### config.mk
export PLATFORM = sky130hd
export DESIGN_NAME = uart_tx_ctrl
export DESIGN_NICKNAME = d
export VERILOG_FILES = /design/src/rtl/uart_tx_pkg.sv /design/src/rtl/uart_tx_ctrl.sv
export SDC_FILE = /design/constraint.sdc
export NUM_CORES = 1
export LEC_CHECK = 0
export BUFFER_PORTS_ARGS = -buffer_cell sky130_fd_sc_hd__buf_4
export CORE_AREA = 3 3 40 42
export CTS_BUF_LIST = sky130_fd_sc_hd__clkbuf_16
export DETAILED_ROUTE_END_ITERATION = 10
export DIE_AREA = 0 0 43 45
export PLACE_DENSITY = 0.42
export SYNTH_ARGS = -nofsm -noshare
export SYNTH_HDL_FRONTEND = slang
export SYNTH_SLANG_ARGS = --single-unit
### constraint.sdc
create_clock -name clk -period 2.12 [get_ports clk]
set_input_delay 0.318 -clock clk [delete_from_list [all_inputs] [get_ports clk]]
set_output_delay 0.318 -clock clk [all_outputs]
set_load 0.01 [all_outputs]
### src/rtl/uart_tx_pkg.sv
// Shared definitions for the UART transmit path: frame-phase states and
// output mux select encodings used by the controller, serializer and mux.
package uart_tx_pkg;

  typedef enum logic [2:0] {
    IDLE   = 3'd0,
    START  = 3'd1,
    DATA   = 3'd2,
    PARITY = 3'd3,
    STOP   = 3'd4
  } state_e;

  localparam logic [1:0] START_BIT = 2'b00;
  localparam logic [1:0] LINE_HIGH = 2'b01;
  localparam logic [1:0] SER_DATA  = 2'b10;
  localparam logic [1:0] PAR_BIT   = 2'b11;

endpackage

### src/rtl/uart_tx_ctrl.sv
// UART transmit frame sequencer. Walks start, data, optional parity and stop
// phases, one line bit per clock, and strobes the datapath load on accept.
// A STOP phase may accept the next frame directly so frames run back-to-back.
module uart_tx_ctrl
  import uart_tx_pkg::*;
#(
  parameter int DATA_WIDTH = 8
) (
  input  logic       clk,
  input  logic       rst,
  input  logic       Data_Valid,
  input  logic       PAR_EN,
  output logic       ser_en,
  output logic       data_load,
  output logic [1:0] mux_sel,
  output logic       busy
);

  // Counter must stay at least one bit wide even for single-bit frames.
  localparam int CNT_W = (DATA_WIDTH > 1) ? $clog2(DATA_WIDTH) : 1;
  localparam logic [CNT_W-1:0] LAST_BIT = CNT_W'(DATA_WIDTH - 1);

  state_e           state_q, state_d;
  logic [CNT_W-1:0] bit_cnt_q, bit_cnt_d;
  logic             par_en_q, par_en_d;

  // State, bit counter and latched parity enable; reset overrides everything.
  always_ff @(posedge clk) begin
    if (rst) begin
      state_q   <= IDLE;
      bit_cnt_q <= '0;
      par_en_q  <= 1'b0;
    end else begin
      state_q   <= state_d;
      bit_cnt_q <= bit_cnt_d;
      par_en_q  <= par_en_d;
    end
  end

  // Next-state, counter update, Moore phase outputs and Mealy load strobe.
  always_comb begin
    state_d   = state_q;
    bit_cnt_d = '0;
    par_en_d  = par_en_q;
    ser_en    = 1'b0;
    data_load = 1'b0;
    mux_sel   = LINE_HIGH;
    busy      = 1'b0;
    unique case (state_q)
      IDLE: begin
        if (Data_Valid && !rst) begin
          data_load = 1'b1;
          par_en_d  = PAR_EN;
          state_d   = START;
        end
      end
      START: begin
        mux_sel = START_BIT;
        busy    = 1'b1;
        state_d = DATA;
      end
      DATA: begin
        mux_sel = SER_DATA;
        ser_en  = 1'b1;
        busy    = 1'b1;
        if (bit_cnt_q == LAST_BIT) begin
          state_d = par_en_q ? PARITY : STOP;
        end else begin
          bit_cnt_d = bit_cnt_q + 1'b1;
        end
      end
      PARITY: begin
        mux_sel = PAR_BIT;
        busy    = 1'b1;
        state_d = STOP;
      end
      STOP: begin
        busy = 1'b1;
        // Accepting here chains the next frame with no idle bit between.
        if (Data_Valid && !rst) begin
          data_load = 1'b1;
          par_en_d  = PAR_EN;
          state_d   = START;
        end else begin
          state_d = IDLE;
        end
      end
      default: state_d = IDLE;
    endcase
  end

endmodule

---- Word level (Yosys, flattened, before mapping) ----
Index checks and enable logic that the tools add are counted.
word-level totals
  bits of input ports ..................... 4
  register bits ........................... 7
  logic and storage cells ................. 30
  output and inout bits ................... 5
cells by class
  bitwise logic cells ..................... 1
  multiplexer cells ....................... 10
  reductions and logical operators ........ 8
  add/sub/neg operators ................... 1
  equality and inequality tests ........... 7
operators by type and width
  operator                                                               count
  3-bit case mux with 5 select lines                                     1
  3-bit two-way mux                                                      3
  3-bit by 2-bit equality test with 1-bit output, second input constant  2
  3-bit equality test, second input constant                             2
  2-bit case mux with 3 select lines                                     1
  1-bit two-way mux                                                      5
  2-bit != test, second input constant                                   2
  2-bit AND reduction                                                    2
  4-bit OR reduction                                                     1
  3-bit by 1-bit adder with 3-bit output, second input constant          1
  3-bit by 1-bit equality test with 1-bit output, second input constant  1
  3-bit zero test                                                        1
  3-bit OR reduction                                                     1
  2-bit OR reduction                                                     1
  1-bit logical AND                                                      1
  1-bit zero test                                                        1
  1-bit inverter                                                         1

---- Logic depth before layout (Yosys ltp) ----
Gate-level depths: netlist of run 1.
  word-level depth ........................ 4
  gate-level depth with buffers ........... 4
  gate-level depth less buffers ........... 4

---- Worst setup path before layout of run 1 ----
OpenSTA, ideal clock, no wires.
  path type ............................... register to output
  start point ............................. reg state_q[0]
  end point ............................... out data_load
  path slack .............................. 857 ps
  data required time ...................... 1802 ps
  path buffers ............................ 1
  arrival ................................. 945 ps
  cell stages (with the launch flop) ...... 3
  cell sequence ........................... dfxtp_1 buf_2 nor4b_1
between the ends
  longest elaborated chain between the ends .. 3
  elaborated cells on any way between the ends .. 4
  classes of those cells .................. eq/ne (1); mux (1); reduce/logical (2)
RTL lines
  item                                                    RTL line            RTL
  from (decl)                                             uart_tx_ctrl.sv:23  state_e state_q, state_d;
  from (signal assigned)                                  uart_tx_ctrl.sv:34  state_q <= state_d;
  3-bit equality test or 3-bit zero test (tied branches)  uart_tx_ctrl.sv:49  unique case (state_q)
  2-bit OR reduction (no source line) *                   -
  1-bit two-way mux *                                     -
  to (decl)                                               uart_tx_ctrl.sv:14  output logic data_load,
Every way passes the cells marked *; elsewhere a longest branch is shown, timed or not.

---- Worst setup path in the final report of run 1 ----
  start point ............................. reg state_q[0]
  end point ............................... out busy
between the ends
  longest elaborated chain between the ends .. 3
  elaborated cells on any way between the ends .. 6
  classes of those cells .................. eq/ne (4); mux (1); reduce/logical (1)
RTL lines
  item                                         RTL line            RTL
  3-bit equality test (tied with other cells)  uart_tx_ctrl.sv:49
  4-bit OR reduction (no source line) *        -
  1-bit two-way mux *                          uart_tx_ctrl.sv:49
  to (decl)                                    uart_tx_ctrl.sv:16  output logic busy
Marked as above.

==> metrics.yaml, run 1 <==
clock_tree:
  htreeDepth: 1
  ctsHoldBuffers: 0
  cts_resized: 0
  cts_tree: "done"
  postCtsSetupBuffers: 0
  clkLatencyLatePin_ns: 0.23
  numCtsBuffers: 3
  clockRootBuffer: "clkbuf_16"
  clock_sinks: 7
  clkTransAtPathRegs_ns: 0.03
  clk_path_buf_depth: 2
floorplan:
  core_um2: 1280
  num_rows: 13
  start_util_pct: 27.7
  die_height_um: 45
  die-area_um2: 1940
  num_io_pins: 9
  chipWidth_um: 43
synthesis:
  synth.area.mux_share_pct: 2.82
  synth_cells: 34
  synth_warnings: 0
  synthSimpleGateAreaFrac_pct: 35.2
  ys_seq_area_share_pct: 39.4
  synth_xor_area_share_pct: 4.93
  synthAdderAreaFrac_pct: 7.04
  synth_compound_area_share_pct: 5.99
  synth.distinct_cells: 21
  avgSynthCellArea_um2: 10.5
  ys_seq_elements: 7
  synth_top_family_by_area: "simple AND/OR/NAND/NOR gates"
  syn_area_um2: 355
  syn-num-nets: 40
power:
  power_density_nw_per_um2: 1010
  seqPwrFrac_pct: 28.9
  p_int_mw: 0.414
  p_comb_share_pct: 10.9
  ir_drop_mv: 0.433
  pwr-share-clk_pct: 60.2
  power_switching_mw: 0.100
  p_leak_nw: 0.238
  p_sw_share_pct: 19.5
detailed_routing:
  vias: 272
  routed_wl_um: 625
  drt-initial-drc-count: 4
  antenna_left: 0
  detail_route.wl_per_cell_um: 10.4
  drc: 0
  via_per_inst: 4.53
  first_pass_iters: 4
placed_design:
  placement.io_buffers: 8
  place_ws_ns: 0.863
  post_dp_cell_area_um2: 429
  gp_congestion: 0.684
  dp_hpwl_um: 509
critical_path:
  startpoint: "state_q[0]$_SDFFE_PP0P_"
  r2r-start: "bit_cnt_q[0]$_SDFF_PP0_"
  crit_family: "flip-flops"
  required_ns: 1.80
  worstSetupPathType: "reg -> out"
  worst_path_max_delay_cell: "dfxtp_1"
  critPathLaunchType: "register"
  end_kind: "primary output"
  cp_num_cells: 3
  rr_endpoint: "bit_cnt_q[1]$_SDFF_PP0_"
  r2r_slack_ns: 0.91
  endpoint: "busy"
  rr_worst_depth: 4
  cp_cell_sequence: "nor2_1 > xnor2_1 > buf_4"
  worst-path-buf-inv: 1
  max_stage_delay_ns: 0.55
  crit_fanout: 9
  arrival_ns: 1.17
final_layout:
  final_common_cell: "buf_4"
  final.fill_count: 131
  drive_gt1_share_pct: 42.2
  nNetsFinal: 52
  design_area_um2: 508
  n_antenna_cell: 0
  syn_to_final_growth_pct: 43.0
  final_cell_mix: "8 x buf_4, 7 x dfxtp_1, 4 x nor2_1"
sta:
  fin_ws_ns: 0.627
  fin_tns_setup_ns: 0
  hold_violations: 0
  maxSlewViolCount: 0
  post-route-period-util_pct: 70.4
  finClkSkew_ns: 0.00152
  slew-limit-headroom_pct: 73.7
  tightestPinTransition_ns: 0.395
  period_needed_ns: 1.49
  grt_setup_unrepaired: "no"
  setup_viol: 0
  hold_ws_ns: 0.331
  clock.fmax_mhz: 670
global_routing:
  track_usage_pct: 8.17
  grt_pass1_wl_mm: 1.06
  globalRouteOverflowTotal: 0
  grt_max_degree: 10
  grt_pass1_vias: 251
  antenna_found_initial: 0
job:
  maxCapViolCount: 0
worst_hold_path:
  hp-class: "in -> reg"
outcome:
  status: "complete, no violations"
==> area by class of cell <==
type	count	area [um2]	share of cell area [%]
well taps	15	18.8	3.69
clock buffers	3	75.1	14.8
flip-flops and latches	7	140	27.6
inverters	3	11.3	2.22
repair buffers	8	60.1	11.8
multi-input cells	23	199	39.2
clock inverters	1	3.75	0.739
==> cells in the mapped netlist (all sizes together) <==
master	n	area share, %
and2	2	4.2
a32oi	1	2.5
buf	1	1.4
nand2b	2	5.6
and2b	1	2.5
nor3	2	4.2
xnor2	1	2.5
dfxtp	7	39
nor4	1	6.0
xor2	1	2.5
a21oi	1	1.4
inv	3	3.2
nor4b	2	4.9
ha	2	7.0
a21o	1	2.1
mux2i	1	2.8
nor3b	1	3.5
nor2	4	4.2
==> cells by family (layout without fill, tap and decap cells) <==
family | count (synthesis) | in the layout
flops | 7 | 7
simple gates | 15 | 15
compound gates | 3 | 3
fa+ha+maj | 2 | 2
xor+xnor | 2 | 2
mux | 1 | 1
buf+inv | 4 | 15
==> how the worst min path moves through the flow <==
stage | from | end | slack, ns | cells after the start
floorplan | rst | state_q[0]$_SDFFE_PP0P_ | 0.39 | 1
global placement | bit_cnt_q[0]$_SDFF_PP0_ | bit_cnt_q[0]$_SDFF_PP0_ | 0.52 | 1
detailed placement | bit_cnt_q[0]$_SDFF_PP0_ | bit_cnt_q[0]$_SDFF_PP0_ | 0.52 | 1
CTS | rst | state_q[0]$_SDFFE_PP0P_ | 0.33 | 2
global route | rst | state_q[0]$_SDFFE_PP0P_ | 0.34 | 2
finish | rst | state_q[0]$_SDFFE_PP0P_ | 0.33 | 2
==> worst register-to-register path, cell delays in order (launching register included) <==
cell and delay [ns]:
dfxtp_1 0.30, ha_1 0.19, ha_1 0.24, nor4_4 0.25, and2_2 0.17
==> state kept, by name, summed over array words and instances, names as in the netlist <==
| signal | cells |
|---|---|
| bit_cnt_q | 3 |
| par_en_q | 1 |
| state_q | 3 |
==> power by group through the flow <==
stage                     Clock, mW  Combinational (mW)  Sequential, mW
after floorplan                   0              0.0367           0.145
after global placement            0              0.0564           0.150
after detailed placement          0              0.0571           0.151
after CTS                     0.320              0.0571           0.149
after global routing          0.333              0.0618           0.150
final                         0.310              0.0559           0.149
==> through the flow <==
step | power [mW] | instances | utilization, %
floorplan | 0.182 | 34 | -
global placement | 0.206 | 56 | 33.4
detailed placement | 0.208 | 56 | 33.4
CTS | 0.526 | 60 | 39.5
global route | 0.544 | 60 | 39.5
finish | 0.514 | 60 | 39.5
==> per-layer routing <==
metal	global-route usage (%)	vias up	share of wire, %
met5	0	-	0
met4	10.8	0	0.64
met3	2.79	2	9.4
met2	12.6	9	52
met1	7.51	123	38
li1	-	138	-
Power figures use the tool's default switching activity.
==> inputs of run 2 (changes only) <==
Settings changed: PLACE_DENSITY 0.42 to 0.43.
Clock period 2.12 ns to 1.3 ns, I/O delays scaled along.
==> run 2 against run 1 <==
  * Sequential cell count is the same
  * Worst hold slack lost 0.13 ns
  * Sequential power rose by 63%
  * Wire length rose by 6.9%
  * Cell area rose by 2.2%
  * Cell count did not move
  * Sequential share of layout area is 0.37 points higher
  * Clock-buffer cell count is the same
  * Clock skew grew 0.00054 ns
  * First-iteration DRC count fell by 100%
  * Combinational power increased by 67%
==> metrics.yaml, run 2 (synthesis gave the netlist of run 1 again) <==
outcome:
  status: "complete, no violations"
global_routing:
  grt_pass1_vias: 224  # -11%
  grt_pass1_wl_um: 945  # -10%
  track_usage_pct: 7.60  # -0.58 points
  globalRouteOverflowTotal: 0  # unchanged
  grt_max_degree: 10  # unchanged
  antenna_found_initial: 0  # unchanged
sta:
  finClkSkew_ns: 0.00205  # +0.000535 ns
  maxSlewViolCount: 0  # unchanged
  post-route-period-util_pct: 93.8
  setup_viol: 0  # unchanged
  clock.fmax_mhz: 820
  tightestPinTransition_ns: 0.256  # -0.139 ns
  slew-limit-headroom_pct: 82.7  # +9.0 points
  grt_setup_unrepaired: "no"
  period_needed_ns: 1.22
  hold_violations: 0  # unchanged
  fin_tns_setup_ns: 0  # unchanged
  hold_ws_ns: 0.206  # -0.126 ns
clock_tree:
  ctsHoldBuffers: 0  # unchanged
  clk_path_buf_depth: 2  # unchanged
  numCtsBuffers: 3  # unchanged
  clock_sinks: 7  # unchanged
  clockRootBuffer: "clkbuf_16"
  clkTransAtPathRegs_ns: 0.04  # about the same
  htreeDepth: 1  # unchanged
  cts_tree: "done"
  clkLatencyLatePin_ns: 0.23  # about the same
job:
  maxCapViolCount: 0  # unchanged
floorplan:
  die-area_um2: 1940  # unchanged
  die_height_um: 45  # unchanged
  chipWidth_um: 43  # unchanged
  start_util_pct: 27.7  # unchanged
  core_um2: 1280  # unchanged
  num_io_pins: 9  # unchanged
  num_rows: 13  # unchanged
power:
  p_int_mw: 0.677  # +64%
  ir_drop_mv: 0.719  # +66%
  pwr-share-clk_pct: 60.6  # +0.4 points
  fin_total_pwr_mw: 0.855  # +66%
  power_switching_mw: 0.177  # +77%
  p_comb_share_pct: 10.9  # about the same
  p_leak_nw: 0.241  # +1.3%
  power_density_nw_per_um2: 1650  # +63%
  seqPwrFrac_pct: 28.5  # -0.4 points
  p_sw_share_pct: 20.7  # +1.2 points
final_layout:
  syn_to_final_growth_pct: 46.1
  final.fill_count: 132  # +0.76%
  n_antenna_cell: 0  # unchanged
  design_area_um2: 519  # +2.2%
  final_cell_mix: "8 x buf_4, 5 x dfxtp_1, 4 x nor2_1"
  final_cells: 60  # unchanged
  nNetsFinal: 52  # unchanged
  reg_top3: "bit_cnt_q x3, state_q x3, par_en_q x1"
  final_common_cell: "buf_4"
  drive_gt1_share_pct: 48.9  # +6.7 points
critical_path:
  end_kind: "primary output"
  worstSetupPathType: "reg -> out"
  required_ns: 1.11  # -0.69 ns
  worst_path_max_delay_cell: "dfxtp_4"
  arrival_ns: 1.02  # -0.15 ns
  max_stage_delay_ns: 0.38  # -0.17 ns
  crit_fanout: 9  # unchanged
  cp_cell_sequence: "nor4b_2 > buf_4"
  critPathLaunchType: "register"
detailed_routing:
  via_per_inst: 4.38  # -3.3%
  drt-initial-drc-count: 0  # -4
  vias: 263  # -3.3%
  first_pass_iters: 1  # -3
  routed_wl_um: 668  # +6.9%
  detail_route.wl_per_cell_um: 11.1  # +6.9%
  drc: 0  # unchanged
  antenna_left: 0  # unchanged
placed_design:
  gp_congestion: 0.653  # -4.6%
  post_dp_cell_area_um2: 429  # unchanged
  dpl.cell_count: 56  # unchanged
  placement.io_buffers: 8  # unchanged
worst_hold_path:
  hp-class: "in -> reg"
-- run 2: cell counts in the layout (fill, tap and decap cells not counted) --
Identical to the previous run, type by type.
-- run 2: worst paths after layout --
path,slack [ns],depth (start not counted),to,start
worst min register to register,0.51,1,state_q[0]$_SDFFE_PP0P_,state_q[0]$_SDFFE_PP0P_
worst min-delay path,0.21,2,state_q[0]$_SDFFE_PP0P_,rst
worst max-delay path,0.08,2,data_load,state_q[0]$_SDFFE_PP0P_
worst max register to register,0.10,4,bit_cnt_q[2]$_SDFF_PP0_,bit_cnt_q[0]$_SDFF_PP0_
-- run 2: through the flow --
stage                     setup slack [ns]  util, %
after floorplan                      0.160        -
after global placement               0.132     33.4
after detailed placement            0.0938     33.4
after CTS                           0.0494     40.2
after global routing                0.0169     40.4
final                               0.0809     40.4
-- run 2: repair_timing --
item	in CTS	in global routing
resized for setup	3	1
setup buffers	0	0
setup endpoints to repair	4	2
-- run 2: power groups by stage --
stage               sequential (mW)  combinational [mW]  clock (mW)
floorplan                     0.237              0.0598           0
global placement              0.245              0.0918           0
detailed placement            0.245              0.0935           0
CTS                           0.244              0.0951       0.528
global route                  0.245               0.101       0.548
finish                        0.243              0.0934       0.518
-- run 2: final cells by class --
type,count,area [um2],share of cell area [%]
Inverter,3,11.3,2.17
Tap cell,15,18.8,3.61
Timing Repair Buffer,8,60.1,11.6
Multi-Input combinational cell,23,205,39.5
Clock buffer,3,75.1,14.5
Clock inverter,1,3.75,0.723
Sequential cell,7,145,28.0
-- run 2: worst max-delay path: cells and delay by family, from the launching register on --
| family | cells | cell delay, ns |
|---|---|---|
| DFF | 1 | 0.38 |
| and+or+nand+nor | 1 | 0.26 |
| buffers and inverters | 1 | 0.15 |
-- run 2: metal layers --
layer	share of wire [%]	global-route usage, %	routed length, um
met1	44	7.52	295
met4	0.90	9.04	6
met5	0	0	0
met2	49	10.8	324
met3	6.3	3.59	42
==> inputs of run 3 (changes only) <==
Settings changed: ABC_AREA from default to 1, PLACE_DENSITY 0.43 to 0.45.
==> run 3 against run 2 <==
  * Sequential share of layout area is 1.7 points lower
  * Power is 43% higher
  * Clock power is 2% lower
  * Worst hold slack worse by 0.066 ns
  * Utilization is 1.9 points higher
  * Die area stayed put
  * Global-route usage is 1.3 points higher
  * Clock skew is 0.00086 ns higher
  * Sequential cell count stayed put
  * Via count is 32% higher
  * Combinational power grew to 4.4 times the previous value
  * Critical path depth is 2 higher
  * Largest power group unchanged
==> metrics.yaml, run 3 <==
sta:
  period_needed_ns: 1.26  # +0.0412 ns
  grt_setup_unrepaired: "yes"
  tightestPinTransition_ns: 0.180  # -0.0756 ns
  hold_ws_ns: 0.140  # -0.0656 ns
  post-route-period-util_pct: 96.9  # +3.2 points
  clock.fmax_mhz: 793  # -3.3%
  fin_ws_ns: 0.0397  # -0.0412 ns
  setup_viol: 0  # unchanged
  finClkSkew_ns: 0.00291  # +0.000862 ns
  maxSlewViolCount: 0  # unchanged
  hold_violations: 0  # unchanged
  slew-limit-headroom_pct: 88.0  # +5.3 points
detailed_routing:
  via_per_inst: 4.23  # -3.5%
  antenna_left: 0  # unchanged
  vias: 347  # +32%
  drt-initial-drc-count: 4  # +4
  routed_wl_um: 705  # +5.5%
  drc: 0  # unchanged
  detail_route.wl_per_cell_um: 8.60  # -23%
  first_pass_iters: 3  # +2
job:
  maxCapViolCount: 0  # unchanged
clock_tree:
  clockRootBuffer: "clkbuf_16"
  cts_tree: "done"
  clock_sinks: 7  # unchanged
  htreeDepth: 1  # unchanged
  ctsHoldBuffers: 0  # unchanged
  postCtsSetupBuffers: 0  # unchanged
  clkLatencyLatePin_ns: 0.23  # about the same
  clk_path_buf_depth: 2  # unchanged
  cts_resized: 1  # -2
  clkTransAtPathRegs_ns: 0.04  # about the same
  numCtsBuffers: 3  # unchanged
critical_path:
  worstSetupPathType: "reg -> out"
  critPathLaunchType: "register"
  cp_cell_sequence: "nor2_4 > nand3_2 > inv_1 > buf_4"
  crit_family: "flip-flops"
  arrival_ns: 1.07  # +0.05 ns
  worst_path_max_delay_cell: "dfxtp_1"
  max_stage_delay_ns: 0.33  # -0.05 ns
  crit_fanout: 5  # -4
  required_ns: 1.11  # about the same
  end_kind: "primary output"
  worst-path-buf-inv: 2  # +1
power:
  power_density_nw_per_um2: 2250  # +37%
  ir_drop_mv: 1.24  # +73%
  p_leak_nw: 0.288  # +20%
synthesis:
  yosysMostFrequentCell: "nand2_1"
  syn_area_um2: 373  # +4.9%
  synth-main-ff-cell: "dfxtp_1"
  synthArstFlopShare_pct: 0  # unchanged
  synth_top_cell_area_share_pct: 37.6  # -1.9 points
  syn-num-nets: 61  # +53%
  synth_edf_count: 0  # unchanged
  synth_warnings: 0  # unchanged
  synth.distinct_cells: 13  # -38%
  synth_cells: 55  # +62%
  synthTopCellsByArea: "dfxtp_1 38%, nand2_1 12%, inv_1 10%, nor2_1 9.1%, ha_1 6.7%"
  synth_common_cells: "12 x nand2_1, 10 x inv_1, 9 x nor2_1, 7 x dfxtp_1, 5 x nand3_1"
  ys_seq_area_share_pct: 37.6  # -1.9 points
  avgSynthCellArea_um2: 6.78  # -35%
  ys_seq_elements: 7  # unchanged
  synth_area_leader_cell: "dfxtp_1"
global_routing:
  grt_pass1_wl_mm: 1.24  # +31%
  globalRouteOverflowTotal: 0  # unchanged
  track_usage_pct: 8.86  # +1.3 points
  grt_max_degree: 6  # -4
  antenna_found_initial: 0  # unchanged
  grt_pass1_vias: 331  # +48%
final_layout:
  final_common_cell: "nand2_1"
  seqCellArea_um2: 143  # -1.7%
  final_cell_mix: "12 x nand2_1, 11 x inv_1, 9 x nor2_1"
  nNetsFinal: 74  # +42%
  n_antenna_cell: 0  # unchanged
  drive_gt1_share_pct: 31.3  # -18 points
  final.fill_count: 140  # +6.1%
  multi_input_area_um2: 198  # -3.7%
  reg_top3: "bit_cnt_q x3, state_q x3, par_en_q x1"
  syn_to_final_growth_pct: 45.6
placed_design:
  placement.io_buffers: 8  # unchanged
  gp_congestion: 0.668  # +2.3%
  place_ws_ns: 0.164  # +0.0706 ns
  dp_hpwl_um: 557
floorplan:
  start_util_pct: 29.0  # +1.4 points
  core_um2: 1280  # unchanged
  chipWidth_um: 43  # unchanged
  num_io_pins: 9  # unchanged
  die_height_um: 45  # unchanged
  num_rows: 13  # unchanged
  die-area_um2: 1940  # unchanged
outcome:
  status: "complete, no violations"
worst_hold_path:
  hp-class: "in -> reg"
-- run 3: changes by cell type after synthesis, sizes merged, moves of 2 or more --
cell	change
inv	+9
nand2b	-2
nor2	+7
nand2	+13
nor4b	-2
and2	-2
nand3	+7
-- run 3: cells by family after synthesis --
logic type / count (synthesis) / synth area share [%]
DFF: 7 / 37.6
AOI/OAI and AO/OA: 1 / 1.34
buffers and inverters: 12 / 12.1
adders and majority gates: 2 / 6.71
and+or+nand+nor: 33 / 42.3
-- run 3: worst reg2reg max path, cell delays in order (launching register included) --
cell	delay, ns
dfxtp_1	0.30
ha_1	0.20
ha_1	0.17
inv_1	0.08
nand3_1	0.13
nand3_1	0.11
nand2_1	0.05
inv_1	0.04
-- run 3: where the power goes --
group	switching, mW	internal (mW)
Sequential	0.0385	0.261
Clock	0.109	0.399
Combinational	0.238	0.176
Total	0.385	0.836
-- run 3: path summary, 6_finish.rpt --
path,cells past startpoint,slack (ns),startpoint,end
hold / removal,2,0.14,rst,state_q[2]$_SDFFE_PP0P_
setup / recovery,4,0.04,state_q[0]$_SDFFE_PP0P_,data_load
setup reg to reg,7,0.18,bit_cnt_q[0]$_SDFF_PP0_,state_q[1]$_SDFFE_PP0P_
hold reg to reg,1,0.41,bit_cnt_q[0]$_SDFF_PP0_,bit_cnt_q[0]$_SDFF_PP0_
-- run 3: cell type report --
type	instances	share of cell area, %
Tap cell	15	3.46
Clock inverter	1	0.691
Clock buffer	3	13.8
Multi-Input combinational cell	36	36.4
Sequential cell	7	26.3
Inverter	12	8.29
Timing Repair Buffer	8	11.1
-- run 3: layer usage --
layer	track usage [%]	part of all wire (%)	wire length, um
met5	0	0	0
met4	3.61	0	0
met3	4.78	4.3	30
met2	13.2	47	328
met1	10.7	49	346
-- run 3: metrics by stage --
| step | utilization (%) | total power, mW | instances | area (um2) | TNS, ns |
|---|---|---|---|---|---|
| floorplan | - | 0.559 | 55 | 373 | 0 |
| global placement | 35.2 | 0.705 | 78 | 452 | 0 |
| detailed placement | 35.2 | 0.699 | 78 | 452 | 0 |
| CTS | 41.7 | 1.23 | 82 | 536 | 0 |
| global route | 42.3 | 1.31 | 82 | 543 | -0.103 |
| finish | 42.3 | 1.22 | 82 | 543 | 0 |
